===== config.mk =====
export PLATFORM = sky130hd
export DESIGN_NAME = boot_load_ctrl
export DESIGN_NICKNAME = d
export VERILOG_FILES = /design/src/rtl/boot_load_ctrl.sv
export SDC_FILE = /design/constraint.sdc
export NUM_CORES = 1
export LEC_CHECK = 0
export BUFFER_PORTS_ARGS = -buffer_cell sky130_fd_sc_hd__buf_2
export CAP_MARGIN = 15
export CORE_MARGIN = 5
export CORE_UTILIZATION = 58
export DETAILED_ROUTE_END_ITERATION = 10
export PLACE_DENSITY = 0.85
export SYNTH_ARGS = -nofsm -noshare
export SYNTH_HDL_FRONTEND = slang
export SYNTH_SLANG_ARGS = --single-unit

===== constraint.sdc =====
create_clock -name clk -period 2.9 [get_ports clk]
set_clock_uncertainty 0.15 [all_clocks]
set_input_delay 0 -clock clk [delete_from_list [all_inputs] [get_ports clk]]
set_output_delay 0 -clock clk [all_outputs]
set_load 0.02 [all_outputs]

===== src/rtl/boot_load_ctrl.sv =====
// Boot loader that owns the shared memory port after reset. It assembles a UART byte stream
// (a word-count header, then little-endian data words) into memory writes, then hands the port over.
module boot_load_ctrl #(
  parameter int               ADDRW     = 32,
  parameter int               DATAW     = 32,
  parameter logic [ADDRW-1:0] BASE_ADDR = '0,
  parameter int               MAX_WORDS = 16384
) (
  input  logic             clk,
  input  logic             rstn,
  input  logic             rx_valid,
  input  logic [7:0]       rx_data,
  output logic             io_sel,
  output logic [ADDRW-1:0] addr_io,
  output logic [DATAW-1:0] data_io,
  output logic             we_io,
  output logic             proc_rstn,
  output logic             busy,
  output logic             done,
  output logic             ovf
);

  localparam int CNTW = $clog2(MAX_WORDS) + 1;

  typedef enum logic [1:0] {IDLE, SIZE, LOAD, DONE} state_e;

  state_e           state_q, state_d;
  logic [1:0]       byte_idx_q, byte_idx_d;
  logic [23:0]      buf_q, buf_d;
  logic [31:0]      rem_q, rem_d;
  logic [CNTW-1:0]  wr_idx_q, wr_idx_d;
  logic             fin_q, fin_d;
  logic             io_sel_q, io_sel_d;
  logic [ADDRW-1:0] addr_q, addr_d;
  logic [DATAW-1:0] data_q, data_d;
  logic             we_q, we_d;
  logic             proc_rstn_q, proc_rstn_d;
  logic             busy_q, busy_d;
  logic             done_q, done_d;
  logic             ovf_q, ovf_d;

  logic             accept;
  logic             word_done;
  logic [DATAW-1:0] word;

  assign word = {rx_data, buf_q};

  // NOTE: every signal written here gets a default first, so no latch is inferred.
  always_comb begin
    state_d    = state_q;
    byte_idx_d = byte_idx_q;
    buf_d      = buf_q;
    rem_d      = rem_q;
    wr_idx_d   = wr_idx_q;
    fin_d      = fin_q;
    addr_d     = addr_q;
    data_d     = data_q;
    ovf_d      = ovf_q;
    we_d       = 1'b0;

    // Bytes are accepted until the final word has been assembled; later strobes are dropped.
    accept    = rx_valid && (state_q != DONE) && !fin_q;
    word_done = accept && (byte_idx_q == 2'd3);

    if (accept) begin
      byte_idx_d = byte_idx_q + 2'd1;
      case (byte_idx_q)
        2'd0:    buf_d[7:0]   = rx_data;
        2'd1:    buf_d[15:8]  = rx_data;
        2'd2:    buf_d[23:16] = rx_data;
        default: buf_d        = buf_q;
      endcase
    end

    case (state_q)
      IDLE: if (accept) state_d = SIZE;
      SIZE: begin
        if (word_done) begin
          rem_d   = word;
          state_d = (word == 32'd0) ? DONE : LOAD;
          if (word > 32'(MAX_WORDS)) ovf_d = 1'b1;
        end
      end
      LOAD: begin
        // Stay in LOAD for the final write pulse; hand over one cycle later.
        if (fin_q) begin
          state_d = DONE;
        end else if (word_done) begin
          if (wr_idx_q < CNTW'(MAX_WORDS)) begin
            we_d     = 1'b1;
            addr_d   = BASE_ADDR + (ADDRW'(wr_idx_q) << 2);
            data_d   = word;
            wr_idx_d = wr_idx_q + 1'b1;
          end
          rem_d = rem_q - 32'd1;
          if (rem_q == 32'd1) fin_d = 1'b1;
        end
      end
      default: state_d = DONE;
    endcase

    io_sel_d    = (state_d != DONE);
    proc_rstn_d = (state_d == DONE);
    done_d      = (state_d == DONE);
    busy_d      = (state_d == SIZE) || (state_d == LOAD);
  end

  // NOTE: sequential state uses non-blocking assignments only.
  always_ff @(posedge clk) begin
    if (!rstn) begin
      state_q     <= IDLE;
      byte_idx_q  <= 2'd0;
      buf_q       <= '0;
      rem_q       <= '0;
      wr_idx_q    <= '0;
      fin_q       <= 1'b0;
      io_sel_q    <= 1'b1;
      addr_q      <= BASE_ADDR;
      data_q      <= '0;
      we_q        <= 1'b0;
      proc_rstn_q <= 1'b0;
      busy_q      <= 1'b0;
      done_q      <= 1'b0;
      ovf_q       <= 1'b0;
    end else begin
      state_q     <= state_d;
      byte_idx_q  <= byte_idx_d;
      buf_q       <= buf_d;
      rem_q       <= rem_d;
      wr_idx_q    <= wr_idx_d;
      fin_q       <= fin_d;
      io_sel_q    <= io_sel_d;
      addr_q      <= addr_d;
      data_q      <= data_d;
      we_q        <= we_d;
      proc_rstn_q <= proc_rstn_d;
      busy_q      <= busy_d;
      done_q      <= done_d;
      ovf_q       <= ovf_d;
    end
  end

  assign io_sel    = io_sel_q;
  assign addr_io   = addr_q;
  assign data_io   = data_q;
  assign we_io     = we_q;
  assign proc_rstn = proc_rstn_q;
  assign busy      = busy_q;
  assign done      = done_q;
  assign ovf       = ovf_q;

endmodule


* After elaboration in Yosys (flattened, before gate mapping)
Cells that the tools add are included.
** Operators by class
- Bitwise gates (word level) :: 4
- $mul :: 0
- Magnitude comparators :: 2
- Divide/modulo/power cells :: 0
- Mux-type cells :: 13
- $add $sub $neg :: 3
- Reduce and logical (&&, ||, !) cells :: 16
- Shift operators :: 0
- Equal/unequal tests :: 14
** Operator list (count)
- $mux W32 :: 3
- $pmux W32 S2 :: 1
- $eq A32 B1 Y1 const B :: 1
- $gt A32 B15 Y1 const B :: 1
- $logic_not A32 Y1 :: 1
- $sub A32 B1 Y32 const B :: 1
- $add A15 B1 Y15 const B :: 1
- $lt A15 B15 Y1 const B :: 1
- $eq A2 B2 Y1 const B :: 5
- $ne A2 B2 Y1 const B :: 5
- $reduce_and A4 Y1 :: 2
- $eq A2 B1 Y1 const B :: 3
- $mux W2 :: 3
- $pmux W2 S3 :: 1
- $reduce_and A2 Y1 :: 3
- $mux W1 :: 5
- $logic_not A2 Y1 :: 2
- $not A1 Y1 :: 4
- $reduce_or A4 Y1 :: 1
- $logic_and A1 B1 Y1 :: 3
- $reduce_and A3 Y1 :: 1
- $add A2 B1 Y2 const B :: 1
- $reduce_bool A2 Y1 :: 1
- $logic_not A1 Y1 :: 1
- $logic_or A1 B1 Y1 :: 1
** Storage, ports and cells
- Bits of input ports :: 11
- Word-level logic and storage cells :: 67
- Latch bits :: 0
- Output and inout bits :: 70
- Bits in read-only memories :: 0
- Bits in writable memories :: 0
- Memories kept :: 0
- Bits in registers :: 128

* Depth between registers and ports, before layout
Gate-level depths: netlist of the first run.
- Depth after elaboration :: 8
- Gate-level depth with buffers :: 9

* Least setup slack after synthesis of the first run
No wires, ideal clock.
- Path kind :: reg-to-reg
- Start :: reg byte_idx_q[0]
- End :: reg rem_q[15]
- Required time :: 2622 ps
- Period minus slack after synthesis :: 1999 ps
- Stages on the path, launching flop included :: 8
- Setup time :: 128 ps
- Arrival :: 1722 ps
- Path buffers :: 1
- Path slack :: 901 ps
- Cell sequence :: dfxtp_1 ha_1 and3b_1 clkbuf_1 o21ai_1 or4_1 a32oi_1 nor2_1
** On the way
- Longest elaborated chain between the ends :: 4
- Elaborated cells between the ends (all ways) :: 5
** Ends and longest elaborated chain
- start: declaration :: RTL line 28 : logic [1:0] byte_idx_q, byte_idx_d;
- start signal: assignment :: RTL line 127 : byte_idx_q <= byte_idx_d;
- $eq A2 B2 Y1 (*) :: RTL line 63 : word_done = accept && (byte_idx_q == 2'd3);
- $logic_and A1 B1 Y1 (*) :: RTL line 63
- $ne A2 B2 Y1 (no source line)
- $reduce_and A4 Y1 (no source line) (*)
- end signal: assignment :: RTL line 129 : rem_q <= rem_d;
- end: declaration :: RTL line 30 : logic [31:0] rem_q, rem_d;
Every way passes the cells marked *; elsewhere a longest branch is shown, timed or not.
A chain may end at the register's enable or synchronous reset.

* Worst setup path in the final report of the first run
- Start :: reg rem_q[8]
- End :: reg rem_q[29]
** On the way
- Longest elaborated chain between the ends :: 4
** Ends and longest elaborated chain
- $sub A32 B1 Y32 :: RTL line 95 : rem_d = rem_q - 32'd1;
- $mux W32 :: RTL line 88 : end else if (word_done) begin
- $mux W32 :: RTL line 86 : if (fin_q) begin
- $pmux W32 S2 :: RTL line 75 : case (state_q)
Every way passes these cells. The select of a mux whose other input is x is not followed.

==> impl_summary.txt, run 1 <==
----------------------------------------------------
[Status]
  Result of the run ... finished, final reports clean

[Clock tree]
  Clk slew on worst S/H paths ... 60 ps
  Number of buffers created by CTS ... 17
  Setup Buffers After CTS ... 0
  Hold buffers post-CTS ... 10
  CTS sink count ... 128
  TritonCTS clock tree ... built
  Buffer depth of the longest clock path ... 2
  CTS H-tree lvls ... 4
  Resized cells post-CTS ... 0
  Insertion delay to the later sink of the worst-skew pair ... 530 ps
  Clk root buf ... sky130_fd_sc_hd__clkbuf_8

[Timing]
  Slew Viols, Final ... 0
  Setup repair after global routing missed its margin ... no
  Final Hold Violating Endpoints ... 0
  Number of setup violations in the final report ... 0
  Period minus WS final ... 2310 ps
  Fraction of the cycle the final worst path needs ... 0.796
  Worst slew slack as a fraction of its limit ... 0.561
  Total Negative Setup Slacks ... 0 ps
  Max Clk Rate ... 0.433 GHz
  Worst-Margin Slew ... 658 ps

[Critical path]
  Highest cell delay on the worst timing path ... 530 ps
  Setup crit start ... rem_q[8]
  Startpoint-to-endpoint class of the critical path ... register to register
  Type of element launching the critical path ... register
  Slack of the worst reg-to-reg path ... 590 ps
  Worst Path Required ... 3160 ps
  CP endpoint kind ... register
  Data arrival time of the critical path ... 2570 ps
  Cells traversed along the worst timing path ... nor3_1 > nand4_2 > buf_4 > or3_1 > o311a_1
  Maximum net fanout on the critical path ... 14
  Logic depth of the worst register-to-register path ... 5
  Crit path max-delay cell type ... sky130_fd_sc_hd__nor3_1
  Endpoint of the most critical register-to-register path ... rem_q[29]
  Critical register-to-register path startpoint ... rem_q[8]

[Min path]
  Endpoint with the worst hold slack ... data_io[29]
  WHS Path Cells ... 4
  Source of the worst hold timing path ... rx_data[5]
  Worst hold path class ... primary input to register

[Drt]
  Detailed router's first-iteration violation count ... 658
  Total detailed-routing wirelength ... 17900 um
  Vias per Instance ... 6.10
  Count of TritonRoute iterations in the first routing pass ... 5
  Number of antenna-violating nets in the routed design ... 0
  Routed wire per std cell ... 18.1 um
  Via total after detailed routing ... 6025
  Number of remaining DRC errors ... 0

[Pwr]
  Leakage component of the power ... 2.80 nW
  Largest vdd supply drop ... 0.000483 V
  Cell area power density ... 591 nW/um2

[Global routing]
  Total global routing overflow ... 0
  Global-route wire length before repair ... 29500 um
  Number of global-route vias before repair ... 5680
  Pin count of the biggest net entering global routing ... 58
  Number of antenna violations at the first check in global routing ... 0
  All-Layer GR Usage ... 0.286

[Floorplanning]
  Number of top-level pins ... 81
  Starting density of the core ... 0.592
  Die outline width ... 112 um
  Number of placement rows ... 37
  Die H ... 112 um
  Area enclosed by the die boundary ... 12600 um2
  Core region area ... 10300 um2

[Layout]
  Fraction of the core area covered by cells at the end of the flow ... 0.696
  Number of antenna repair diodes ... 0
  Commonest cells after routing, fill and taps aside ... sky130_fd_sc_hd__nand2_1, sky130_fd_sc_hd__dfxtp_1, sky130_fd_sc_hd__a21oi_1
  Proportion of layout cells with a drive suffix above 1 ... 0.159
  Layout Cells excl Fill ... 987
  FF+latch area ... 2560 um2
  Final net count ... 857
  Area growth, synth to finish ... 17.5%
  Most common cell after layout, fill and taps aside ... sky130_fd_sc_hd__nand2_1
  Filler cells ... 779
  Area taken by multi-input logic gates ... 3170 um2

[Placement]
  Cell Count Post-Placement ... 945
  RD Place Congestion ... 0.944
  Count of input and output buffers ... 63
  Half-perimeter wire length after placement ... 11900 um

[Yosys]
  Register area share after synthesis ... 0.421
  Cell accounting for the most synthesized area ... sky130_fd_sc_hd__dfxtp_1
  Leading cell types by total area after synthesis ... sky130_fd_sc_hd__dfxtp_1, sky130_fd_sc_hd__nand2_1, sky130_fd_sc_hd__a21oi_1
  Number of enable-type register cells in the synthesized netlist ... 0
  #FFs+latches synth ... 128
  Number of cells produced by synthesis ... 781
  Top cell type's share of synthesized area ... 0.421
  Cell area after synthesis ... 6090 um2
  Avg Synthesized Cell Area ... 7.79 um2
  Async SR Flop Fraction ... 0
  Most used flip-flop cell after synthesis ... sky130_fd_sc_hd__dfxtp_1
  Post-synth cell types ... 66
  YS warnings ... 0

[Run]
  Max-Cap Viols ... 0

----------------------------------------------------
-- report_power, final --
part / internal [mW] / switching (mW)
sequential: 1.78 / 0.0360
clock: 1.25 / 0.865
combinational: 0.100 / 0.196
total: 3.13 / 1.10
-- synth_stat cells (all sizes together), types with 7 or more instances --
cell type	n
a21oi	111
buf	30
clkbuf	45
dfxtp	128
ha	8
inv	11
mux2i	7
nand2	162
nand3	38
nand4	10
nor2	52
nor3	25
nor4	23
o211ai	7
o21ai	19
or3	8
-- routing by layer --
| layer | vias up | track usage | share of wire |
|---|---|---|---|
| met5 | - | 0 | 0 |
| met2 | 278 | 0.454 | 0.48 |
| met1 | 2850 | 0.383 | 0.41 |
| met3 | 51 | 0.0744 | 0.089 |
| li1 | 2846 | - | - |
| met4 | 0 | 0.0897 | 0.026 |
-- sequential cells by signal, indices dropped and copies added (netlist names) --
signal      flops
data_io        32
buf_q          24
we_io           1
io_sel          1
byte_idx_q      2
ovf             1
fin_q           1
state_q         2
wr_idx_q       15
done            1
rem_q          32
busy            1
addr_io        15
-- critical path, delay by kind of cell, from the launching register on --
| family | cells | cell delay, ps |
|---|---|---|
| simple gates | 3 | 1100 |
| flops | 1 | 360 |
| buf+inv | 1 | 230 |
| compound gates | 1 | 340 |
-- stage by stage --
stage	setup WS, ps	power [mW]	instance area (um2)	hold WS, ps
final	591	4.23	7150	213
after global routing	461	4.37	7150	215
after CTS	597	4.23	7150	175
after detailed placement	626	2.13	6470	192
after global placement	672	2.12	6470	187
after floorplan	901	2.06	6150	-14.0
-- cells by family after synthesis --
group / after synthesis / synth area share
simple gates: 350 / 0.276
compound gates: 191 / 0.192
flops: 128 / 0.421
buf+inv: 86 / 0.0678
xor+xnor: 10 / 0.0144
fa+ha+maj: 8 / 0.0164
mux: 7 / 0.0115
other cells: 1 / 0.000616
-- cell type report --
type,instances,share of cell area
Tap cell,136,0.0238
Multi-Input combinational cell,583,0.443
Timing Repair Buffer,97,0.0868
Clock buffer,17,0.0579
Inverter,11,0.00577
Clock inverter,15,0.0240
Sequential cell,128,0.358
-- how the worst max path moves through the flow --
stage               depth (start not counted)           to  slack, ps
global route                                7  wr_idx_q[7]        460
detailed placement                          5    rem_q[29]        630
finish                                      5    rem_q[29]        590
global placement                            5    rem_q[29]        670
floorplan                                   7    rem_q[15]        900
CTS                                         5    rem_q[29]        600
(Power assumes the default switching activity.)
==> run 2: changes to the inputs <==
--- a/config.mk
+++ b/config.mk
@@ -8,9 +8,9 @@
 export BUFFER_PORTS_ARGS = -buffer_cell sky130_fd_sc_hd__buf_2
 export CAP_MARGIN = 15
 export CORE_MARGIN = 5
-export CORE_UTILIZATION = 58
+export CORE_UTILIZATION = 52
 export DETAILED_ROUTE_END_ITERATION = 10
-export PLACE_DENSITY = 0.85
+export PLACE_DENSITY = 0.81
 export SYNTH_ARGS = -nofsm -noshare
 export SYNTH_HDL_FRONTEND = slang
 export SYNTH_SLANG_ARGS = --single-unit
==> constraint.sdc (replaced) <==
create_clock -name clk -period 2.1 [get_ports clk]
set_clock_uncertainty 0.15 [all_clocks]
set_input_delay 0 -clock clk [delete_from_list [all_inputs] [get_ports clk]]
set_output_delay 0 -clock clk [all_outputs]
set_load 0.02 [all_outputs]
==> impl_summary.txt, run 2 (synthesis results as in run 1) <==
----------------------------------------------------
[Layout]
  Area growth, synth to finish ... 30.0% (was 17.5%)
  Most common cell after layout, fill and taps aside ... sky130_fd_sc_hd__nand2_1 (unchanged)
  Commonest cells after routing, fill and taps aside ... sky130_fd_sc_hd__nand2_1, sky130_fd_sc_hd__dfxtp_1, sky130_fd_sc_hd__a21oi_1 (unchanged)
  Area taken by multi-input logic gates ... 3340 um2 (was 3170 um2)
  FF+latch area ... 2570 um2 (was 2560 um2)
  Filler cells ... 817 (was 779)
  Proportion of layout cells with a drive suffix above 1 ... 0.248 (was 0.159)
  Final net count ... 924 (was 857)
  Number of antenna repair diodes ... 0 (unchanged)

[Pwr]
  Part of the total power dissipated in sequential elements ... 0.415 (was 0.430)
  Leakage component of the power ... 3.21 nW (was 2.80 nW)
  Switching share of total power ... 0.243 (was 0.259)
  Cell area power density ... 762 nW/um2 (was 591 nW/um2)
  Largest vdd supply drop ... 0.000629 V (was 0.000483 V)
  Clock power share ... 0.502 (was 0.500)
  Net switching component of the power ... 1.47 mW (was 1.10 mW)
  Part of the power in combinational logic ... 0.083 (was 0.070)
  PnR Total Power ... 6.03 mW (was 4.23 mW)
  Internal power component ... 4.56 mW (was 3.13 mW)

[Critical path]
  Maximum net fanout on the critical path ... 4 (was 14)
  Highest cell delay on the worst timing path ... 380 ps (was 530 ps)
  Type of element launching the critical path ... register (unchanged)
  Cells traversed along the worst timing path ... nor4_1 > nand4_1 > or3_4 > o22ai_4 > ha_1 > and2_1 (was nor3_1 > nand4_2 > buf_4 > or3_1 > o311a_1)
  Crit path max-delay cell type ... sky130_fd_sc_hd__or3_4 (was sky130_fd_sc_hd__nor3_1)
  Worst Path Required ... 2260 ps (was 3160 ps)
  Startpoint-to-endpoint class of the critical path ... register to register (unchanged)
  CP endpoint kind ... register (unchanged)
  Data arrival time of the critical path ... 2280 ps (was 2570 ps)

[Floorplanning]
  Number of placement rows ... 39 (was 37)
  Area enclosed by the die boundary ... 14000 um2 (was 12600 um2)
  Die H ... 118 um (was 112 um)
  Number of top-level pins ... 81 (unchanged)
  Core region area ... 11500 um2 (was 10300 um2)
  Starting density of the core ... 0.531 (was 0.592)
  Die outline width ... 118 um (was 112 um)

[Timing]
  Number of setup violations in the final report ... 1 (was 0)
  Worst-case setup margin in the final layout ... -19.8 ps (was 591 ps)
  Fraction of the cycle the final worst path needs ... 1.01 (was 0.796)
  Worst-Margin Slew ... 500 ps (was 658 ps)
  Final Hold Violating Endpoints ... 0 (unchanged)
  Period minus WS final ... 2120 ps (was 2310 ps)
  Post-Route Hold Slack ... 102 ps (was 213 ps)
  Slew Viols, Final ... 0 (unchanged)
  Max Clk Rate ... 0.472 GHz (was 0.433 GHz)
  Setup repair after global routing missed its margin ... yes (was no)
  Worst slew slack as a fraction of its limit ... 0.666 (was 0.561)

[Global routing]
  Number of antenna violations at the first check in global routing ... 0 (unchanged)
  All-Layer GR Usage ... 0.261 (was 0.286)
  Number of global-route vias before repair ... 5982 (was 5680)
  Global-route wire length before repair ... 30400 um (was 29500 um)
  Total global routing overflow ... 0 (unchanged)
  Pin count of the biggest net entering global routing ... 40 (was 58)

[Drt]
  Routed wire per std cell ... 18.5 um (was 18.1 um)
  Number of antenna-violating nets in the routed design ... 0 (unchanged)
  Vias per Instance ... 6.11 (was 6.10)
  Count of TritonRoute iterations in the first routing pass ... 6 (was 5)
  Number of remaining DRC errors ... 0 (unchanged)
  Detailed router's first-iteration violation count ... 702 (was 658)
  Via total after detailed routing ... 6486 (was 6025)
  Total detailed-routing wirelength ... 19600 um (was 17900 um)

[Clock tree]
  Number of buffers created by CTS ... 17 (unchanged)
  Insertion delay to the later sink of the worst-skew pair ... 420 ps (was 530 ps)
  Buffer depth of the longest clock path ... 2 (unchanged)
  Clk slew on worst S/H paths ... 60 ps (about the same)
  CTS H-tree lvls ... 4 (unchanged)
  CTS sink count ... 128 (unchanged)
  TritonCTS clock tree ... built (unchanged)
  Clk root buf ... sky130_fd_sc_hd__clkbuf_16 (was sky130_fd_sc_hd__clkbuf_8)

[Placement]
  Count of input and output buffers ... 63 (unchanged)
  RD Place Congestion ... 0.960 (was 0.944)
  Half-perimeter wire length after placement ... 12400 um (was 11900 um)

[Status]
  Result of the run ... finished, violations left (was finished, final reports clean)
  Violations in the final reports ... negative setup slack

[Min path]
  Worst hold path class ... primary input to register (unchanged)

[Run]
  Max-Cap Viols ... 0 (unchanged)

----------------------------------------------------
==> run 2: cell types whose count changed in the layout (fill, tap and decap cells not counted), sizes merged <==
cell / previous run / this run
buf: 87 / 153
clkbuf: 17 / 22
inv: 19 / 14
clkinv: 4 / 6
bufinv: 2 / 3
clkinvlp: 1 / 0
dlygate4sd3: 10 / 9
==> run 2: routing by layer <==
metal	up-vias	GRT usage	share of wire
met4	0	0.105	0.030
met3	67	0.0740	0.11
met1	3023	0.347	0.40
li1	2982	-	-
met2	414	0.401	0.46
met5	-	0	0
==> run 2: through the flow <==
stage | area [um2] | util | cells | setup slack, ps | setup TNS, ps
after detailed placement | 6960 | 0.607 | 1012 | -14.4 | -14.4
after global placement | 6960 | 0.607 | 1012 | 29.3 | 0
after CTS | 7680 | 0.670 | 1054 | 7.22 | 0
final | 7920 | 0.690 | 1061 | -19.8 | -19.8
after global routing | 7920 | 0.690 | 1061 | -93.3 | -351
after floorplan | 6150 | - | 797 | 101 | 0
==> run 2: power groups by stage <==
stage	registers (mW)	logic, mW	clock network, mW
after floorplan	2.54	0.303	0
after global placement	2.54	0.438	0
after detailed placement	2.55	0.441	0
after CTS	2.50	0.462	3.02
after global routing	2.51	0.539	3.15
final	2.50	0.503	3.03
==> run 2: cell type report <==
type / count / share of cell area
Clock buffer: 20 / 0.0564
Timing Repair Buffer: 164 / 0.150
Tap cell: 143 / 0.0226
Multi-Input combinational cell: 583 / 0.422
Clock inverter: 12 / 0.0199
Sequential cell: 128 / 0.325
Inverter: 11 / 0.00522
==> run 2: repair_timing <==
item	CTS	global route
resized for setup	3	35
hold endpoints to repair	38	0
setup buffers	1	6
endpoints found under the setup margin	4	20
hold buffers	9	0
pin swaps	1	13
gates cloned	0	1
==> run 2: critical path, delay by kind of cell, from the launching register on <==
kind            cells  cell delay, ps
fa+ha+maj           1             260
compound gates      1             150
simple gates        4            1080
flops               1             360
==> run 2: final timing paths <==
check              startpoint          end  slack (ps)  cells after the start
setup / recovery     buf_q[4]         busy         -20                      6
hold reg to reg   data_io[17]  data_io[17]         300                      2
setup reg to reg     buf_q[4]         busy         -20                      6
hold / removal       rx_valid    buf_q[14]         100                      4
